===== src/rtl/histo_readout_pkg.sv =====
// Shared types and constants for the histogram readout sequencer.
// Optional checksum byte: define HISTO_READOUT_CHECKSUM_EN.
package histo_readout_pkg;

    typedef enum logic [2:0] {
        ST_IDLE,
        ST_HEADER,
        ST_SELECT,
        ST_CAPTURE,
        ST_SEND,
        ST_CSUM,
        ST_DONE
    } state_t;

    localparam logic [7:0]  HEADER_DEFAULT = 8'hA5;
    localparam int unsigned IDX_W          = 5;
    localparam int unsigned BYTE_W         = 8;

endpackage


===== src/rtl/histo_byte_tx.sv =====
// Output byte holder with valid/ready handshake; data is frozen while a byte waits.
module histo_byte_tx
    import histo_readout_pkg::*;
(
    input  logic              clk_adc,
    input  logic              rst,
    input  logic              load,
    input  logic [BYTE_W-1:0] load_data,
    input  logic              tx_ready,
    output logic [BYTE_W-1:0] tx_data,
    output logic              tx_valid,
    output logic              accepted_c
);

    // A byte leaves on the cycle the sink takes it.
    assign accepted_c = tx_valid && tx_ready;

    // Present a new byte only when the slot is empty or being emptied this cycle.
    always_ff @(posedge clk_adc) begin
        if (rst) begin
            tx_data  <= '0;
            tx_valid <= 1'b0;
        end else if (load && (!tx_valid || accepted_c)) begin
            tx_data  <= load_data;
            tx_valid <= 1'b1;
        end else if (accepted_c) begin
            tx_valid <= 1'b0;
        end
    end

endmodule


===== src/rtl/histo_readout.sv =====
// Histogram readout sequencer: walks all channels, snapshots each channel's
// words and streams header + data bytes to the transmit FIFO.
// Optional checksum byte: define HISTO_READOUT_CHECKSUM_EN.
module histo_readout
    import histo_readout_pkg::*;
#(
    parameter int unsigned NCHAN  = 16,
    parameter int unsigned NHIST  = 8,
    parameter int unsigned SETTLE = 4,
    parameter logic [7:0]  HEADER = HEADER_DEFAULT
) (
    input  logic                clk_adc,
    input  logic                rst,
    input  logic                start,
    input  logic                clear_after_read,
    input  logic [NHIST*32-1:0] histosin,
    output logic [7:0]          histostosend,
    output logic                resethist,
    output logic [7:0]          tx_data,
    output logic                tx_valid,
    input  logic                tx_ready,
    output logic                busy,
    output logic                done
);

    localparam int unsigned SET_W = $clog2(SETTLE + 1);
    localparam logic [IDX_W-1:0] IDX_LAST = IDX_W'(NHIST * 4 - 1);
    localparam logic [7:0]       CH_LAST  = 8'(NCHAN - 1);

    state_t                state;
    logic [SET_W-1:0]      settle;
    logic [IDX_W-1:0]      idx;
    logic [NHIST*32-1:0]   shadow;
    logic                  clr_lat;
    logic                  last_ch;
    logic                  load_c;
    logic [BYTE_W-1:0]     load_data_c;
    logic                  accepted_c;

    // Byte idx of a word set: word idx[4:2], most significant byte first.
    function automatic logic [BYTE_W-1:0] pick_byte(input logic [NHIST*32-1:0] w,
                                                    input logic [IDX_W-1:0]    i);
        logic [IDX_W-3:0] w_i;
        logic [1:0]       b_i;
        logic [31:0]      word;
        w_i  = i[IDX_W-1:2];
        b_i  = 2'd3 - i[1:0];
        word = w[{w_i, 5'b00000} +: 32];
        return word[{b_i, 3'b000} +: 8];
    endfunction

    assign last_ch = (histostosend == CH_LAST);

`ifdef HISTO_READOUT_CHECKSUM_EN
    logic [BYTE_W-1:0] csum_acc;

    // Running XOR of every byte accepted since start.
    always_ff @(posedge clk_adc) begin
        if (rst) begin
            csum_acc <= '0;
        end else if (state == ST_IDLE && start) begin
            csum_acc <= '0;
        end else if (accepted_c) begin
            csum_acc <= csum_acc ^ tx_data;
        end
    end
`endif

    // Choose the next byte to hand to the transmitter.
    always_comb begin
        load_c      = 1'b0;
        load_data_c = '0;
        case (state)
            ST_IDLE: begin
                if (start) begin
                    load_c      = 1'b1;
                    load_data_c = HEADER;
                end
            end
            ST_CAPTURE: begin
                load_c      = 1'b1;
                load_data_c = pick_byte(histosin, IDX_W'(0));
            end
            ST_SEND: begin
                if (accepted_c) begin
                    if (idx != IDX_LAST) begin
                        load_c      = 1'b1;
                        load_data_c = pick_byte(shadow, idx + IDX_W'(1));
                    end
`ifdef HISTO_READOUT_CHECKSUM_EN
                    else if (last_ch) begin
                        load_c      = 1'b1;
                        load_data_c = csum_acc ^ tx_data;
                    end
`endif
                end
            end
            default: ;
        endcase
    end

    // Frame sequencer: header, per-channel select/settle/capture/send, optional checksum, done.
    always_ff @(posedge clk_adc) begin
        if (rst) begin
            state        <= ST_IDLE;
            settle       <= '0;
            idx          <= '0;
            shadow       <= '0;
            clr_lat      <= 1'b0;
            histostosend <= '0;
            resethist    <= 1'b0;
            busy         <= 1'b0;
            done         <= 1'b0;
        end else begin
            done      <= 1'b0;
            resethist <= 1'b0;
            case (state)
                ST_IDLE: begin
                    if (start) begin
                        state   <= ST_HEADER;
                        busy    <= 1'b1;
                        clr_lat <= clear_after_read;
                    end
                end
                ST_HEADER: begin
                    if (accepted_c) begin
                        state        <= ST_SELECT;
                        histostosend <= '0;
                        settle       <= '0;
                    end
                end
                ST_SELECT: begin
                    if (settle == SET_W'(SETTLE - 1)) begin
                        state <= ST_CAPTURE;
                    end else begin
                        settle <= settle + SET_W'(1);
                    end
                end
                ST_CAPTURE: begin
                    shadow <= histosin;
                    idx    <= '0;
                    state  <= ST_SEND;
                end
                ST_SEND: begin
                    if (accepted_c) begin
                        if (idx != IDX_LAST) begin
                            idx <= idx + IDX_W'(1);
                        end else if (!last_ch) begin
                            state        <= ST_SELECT;
                            histostosend <= histostosend + 8'd1;
                            settle       <= '0;
                        end else begin
`ifdef HISTO_READOUT_CHECKSUM_EN
                            state     <= ST_CSUM;
`else
                            state     <= ST_DONE;
                            done      <= 1'b1;
                            resethist <= clr_lat;
`endif
                        end
                    end
                end
                ST_CSUM: begin
                    if (accepted_c) begin
                        state     <= ST_DONE;
                        done      <= 1'b1;
                        resethist <= clr_lat;
                    end
                end
                ST_DONE: begin
                    state <= ST_IDLE;
                    busy  <= 1'b0;
                end
                default: state <= ST_IDLE;
            endcase
        end
    end

    // Output byte register and handshake.
    histo_byte_tx u_tx (
        .clk_adc    (clk_adc),
        .rst        (rst),
        .load       (load_c),
        .load_data  (load_data_c),
        .tx_ready   (tx_ready),
        .tx_data    (tx_data),
        .tx_valid   (tx_valid),
        .accepted_c (accepted_c)
    );

endmodule


===== config.mk =====
export PLATFORM = sky130hd
export DESIGN_NAME = histo_readout
export DESIGN_NICKNAME = d
export VERILOG_FILES = /design/src/rtl/histo_readout_pkg.sv /design/src/rtl/histo_byte_tx.sv /design/src/rtl/histo_readout.sv
export SDC_FILE = /design/constraint.sdc
export NUM_CORES = 1
export LEC_CHECK = 0
export ABC_AREA = 1
export BUFFER_PORTS_ARGS = -buffer_cell sky130_fd_sc_hd__clkbuf_2
export CORE_MARGIN = 2
export CORE_UTILIZATION = 55
export CTS_BUF_LIST = sky130_fd_sc_hd__clkbuf_4 sky130_fd_sc_hd__clkbuf_8
export DETAILED_ROUTE_END_ITERATION = 7
export PLACE_DENSITY = 0.88
export SETUP_SLACK_MARGIN = 0.4
export SLEW_MARGIN = 10
export SYNTH_ARGS = -nofsm -noshare
export SYNTH_HDL_FRONTEND = slang
export SYNTH_SLANG_ARGS = --single-unit

===== constraint.sdc =====
create_clock -name clk_adc -period 7.2 [get_ports clk_adc]
set_input_delay 1.44 -clock clk_adc [delete_from_list [all_inputs] [get_ports clk_adc]]
set_output_delay 1.44 -clock clk_adc [all_outputs]
set_load 0.01 [all_outputs]

==> reports/metrics.yaml <==
clock_network:
  post_cts_buffers: 0
  clk_pin_slew_ps: 70
  cts_sinks: 288
  clock_path_buffers: 3
  hold_buffers: 0
  cts_tree: "yes"
  insertion_delay_ps: 570
  ctsHtreeMaxLevel: 2
  cts_buffers: 46
  cts.repair.resized: 0
  cts_root_buf: "clkbuf_8"
timing:
  max_slew_margin_pct: 20.0
  fin_crit_sh_pct: 57.5
  whs_ps: 452
  fin_skew_ps: 19.1
  setup_slack_ps: 3060
  fmax_ghz: 0.242
  min_period_ps: 4140
  maxSlewViolCount: 0
  hold_viol: 0
  rsz0062_at_grt: "no"
  setup_tns_ps: 0
  tightest_slew_ps: 1200
  setup_viol: 0
global_route:
  grt-ovfl-total: 0
  grt_pass1_wl_um: 62500
  grt_max_degree: 211
  met3_usage_pct: 6.60
  grtUsageTotal_pct: 32.0
  grt_pass1_vias: 12300
  grt.busiest_layer: "met2"
  grtUsageMet2_pct: 51.1
  met1_usage_pct: 41.5
  antenna_found_initial: 0
floorplan:
  die_w_um: 158
  num_rows: 56
  die_y_um: 158
  initial_core_util_pct: 55.8
  dieArea_um2: 24900
  io_pins: 281
  core_um2: 23300
worst_setup_path:
  required_ps: 7650
  critPathArrivalTime_ps: 4590
  rr_worst_depth: 14
  critPathMaxFanout: 100
  crit_path_end_kind: "register"
  r2r_setup_slack_ps: 3060
  reg2reg_from: "idx[0]"
  path_class: "reg -> reg"
  cp-start-kind: "register"
  timing.rr.end: "u_tx.tx_data[5]"
drt:
  vias: 13700
  initialDrtViolationCount: 1479
  wire_per_inst_um: 16.9
  ant_nets: 0
  viasPerCell: 5.58
  drcViolationCount: 0
  routed_wl_um: 41300
  drt_first_pass_iters: 6
final_layout:
  drive_gt1_share_pct: 18.8
  num_antenna_cells: 0
  num-nets-final: 2366
  syn_to_final_growth_pct: 17.1
power_and_ir_drop:
  power.leakage_nw: 6.77
  sw_frac_of_total_pct: 31.1
  combPwrFrac_pct: 20.2
  p_total_w: 0.00429
  ir_drop_v: 0.000187
  seq_power_share_pct: 46.0
  switching_power_w: 0.00134
  intPower_w: 0.00296
  clock_power_share_pct: 33.8
  power_density_nw_per_um2: 281
synthesis:
  syn_area_um2: 13000
  synth.distinct_cells: 34
  synthCells: 1907
  yosys_warnings: 0
  syn_area_per_cell_um2: 6.83
  synth-seq-cells: 288
  yosysSeqAreaShare_pct: 44.3
  postSynthNetCount: 2173
placed_design:
  port_buffers: 280
  place.gp.congestion: 0.947
  dp_hpwl_um: 28500
  pre_cts_ws_ps: 3170
flow_run:
  drv_cap: 0
min_path:
  hp-start: "shadow[68]"
  whs_endpoint: "shadow[68]"
  whs_path_depth: 2
  hp-class: "reg -> reg"
status:
  outcome: "finished, final reports clean"
[area by class of cell]
cell class,instances,area (um2)
timing repair buffer,289,1470
inverter,156,598
multi-input combinational,1319,6050
clock inverter,4,20.0
clock buffer,75,945
sequential,288,5770
tap,319,399
fill,2064,8080
[synth_stat cells (all sizes together)]
master,number,area (um2)
nand2,316,1210
o21ai,304,1530
dfxtp,288,5770
nor2,280,1090
nand3,225,1130
a21oi,161,806
inv,154,578
clkbuf,97,364
buf,47,279
nor3,7,45.0
o211ai,7,52.6
ha,5,62.6
nand4,4,25.0
or2,3,18.8
clkinv,2,7.51
xnor2,2,17.5
a41oi,1,8.76
and2,1,6.26
nor4,1,12.5
o211a,1,10.0
o31ai,1,7.51
[layer usage]
| metal | vias up | part of all wire, % |
|---|---|---|
| li1 | 6609 | - |
| met1 | 6175 | 39 |
| met2 | 761 | 45 |
| met3 | 116 | 11 |
| met4 | 0 | 4.4 |
| met5 | - | 0 |
[metrics by stage]
step	cells	util, %	area, um2
2_1_floorplan	1907	-	13000
5_1_grt	2450	65.4	15200
4_1_cts	2450	65.4	15200
3_3_place_gp	2371	61.2	14300
6_report	2450	65.4	15200
3_5_place_dp	2371	61.2	14300
[flip-flops by register name (all words and copies together), names as in the netlist]
signal / cells
settle: 3
u_tx.tx_valid: 1
clr_lat: 1
done: 1
histostosend: 8
idx: 5
busy: 1
state: 3
resethist: 1
u_tx.tx_data: 8
shadow: 256
[worst max-delay path: stages (launching register included)]
cell and delay (ps):
dfxtp_1 890, ha_1 380, nand2_2 420, nor2_1 320, ha_4 790, clkinv_1 160
buf_4 290, o21ai_0 190, nand2_1 80, nand3_1 100, nand3_1 80, nand3_1 110
nand2_1 70, nand2_1 60, a21oi_1 60
[power by group through the flow]
stage,combinational [W],sequential (W),clock [W]
after floorplan,0.000581,0.00196,0
after global placement,0.000816,0.00199,0
after detailed placement,0.000844,0.00200,0
after CTS,0.000853,0.00197,0.00146
after global routing,0.000973,0.00199,0.00153
final,0.000868,0.00197,0.00145
[worst max-delay path by stage]
stage,start,endpoint,slack [ps],cells past startpoint
finish,idx[0],u_tx.tx_data[5],3060,14
floorplan,rst,shadow[0],4750,6
CTS,idx[0],u_tx.tx_data[5],3160,14
detailed placement,idx[0],u_tx.tx_data[5],3170,14
global route,idx[0],u_tx.tx_data[5],2690,14
global placement,idx[0],u_tx.tx_data[5],3180,14
[cell usage in the layout, fill, tap and decap left out]
master    Yosys  routed
or2_2         2       2
nor4_2        1       1
a41oi_1       1       1
clkbuf_8      0      61
nor2_8        1       1
o211ai_1      7       7
nand3_1     225     225
a21oi_1     161     161
ha_1          5       4
nor3_4        0       1
nand2_1     310     308
nor2_1      275     275
inv_8         0       1
o21ai_0     297     297
o21ai_4       1       1
clkbuf_4      0      14
nand2_4       2       2
and2_1        1       1
nor2_2        2       2
buf_4         9       9
nand4_1       4       4
inv_2        11      10
nor3_2        2       1
nand2_2       4       6
clkbuf_2      0     280
clkinv_2      0       4
o211a_1       1       1
clkinv_1      2       2
ha_4          0       1
inv_1       143     142
o21ai_1       6       6
nor3_1        5       5
nor2_4        2       2
or2_1         1       1
dfxtp_1     288     288
xnor2_1       2       2
inv_6         0       1
o31ai_1       1       1
[cells by family (layout without fill, tap and decap cells)]
family	count (synthesis)	count (layout)	share of synthesized area, %
AND/OR/NAND/NOR	837	837	27.1
AO/OA/AOI/OAI	475	475	18.6
buffers and inverters	300	524	9.43
flip-flops	288	288	44.3
adder cells (fa/ha/maj)	5	5	0.480
XOR/XNOR	2	2	0.135
(Power assumes the default switching activity.)
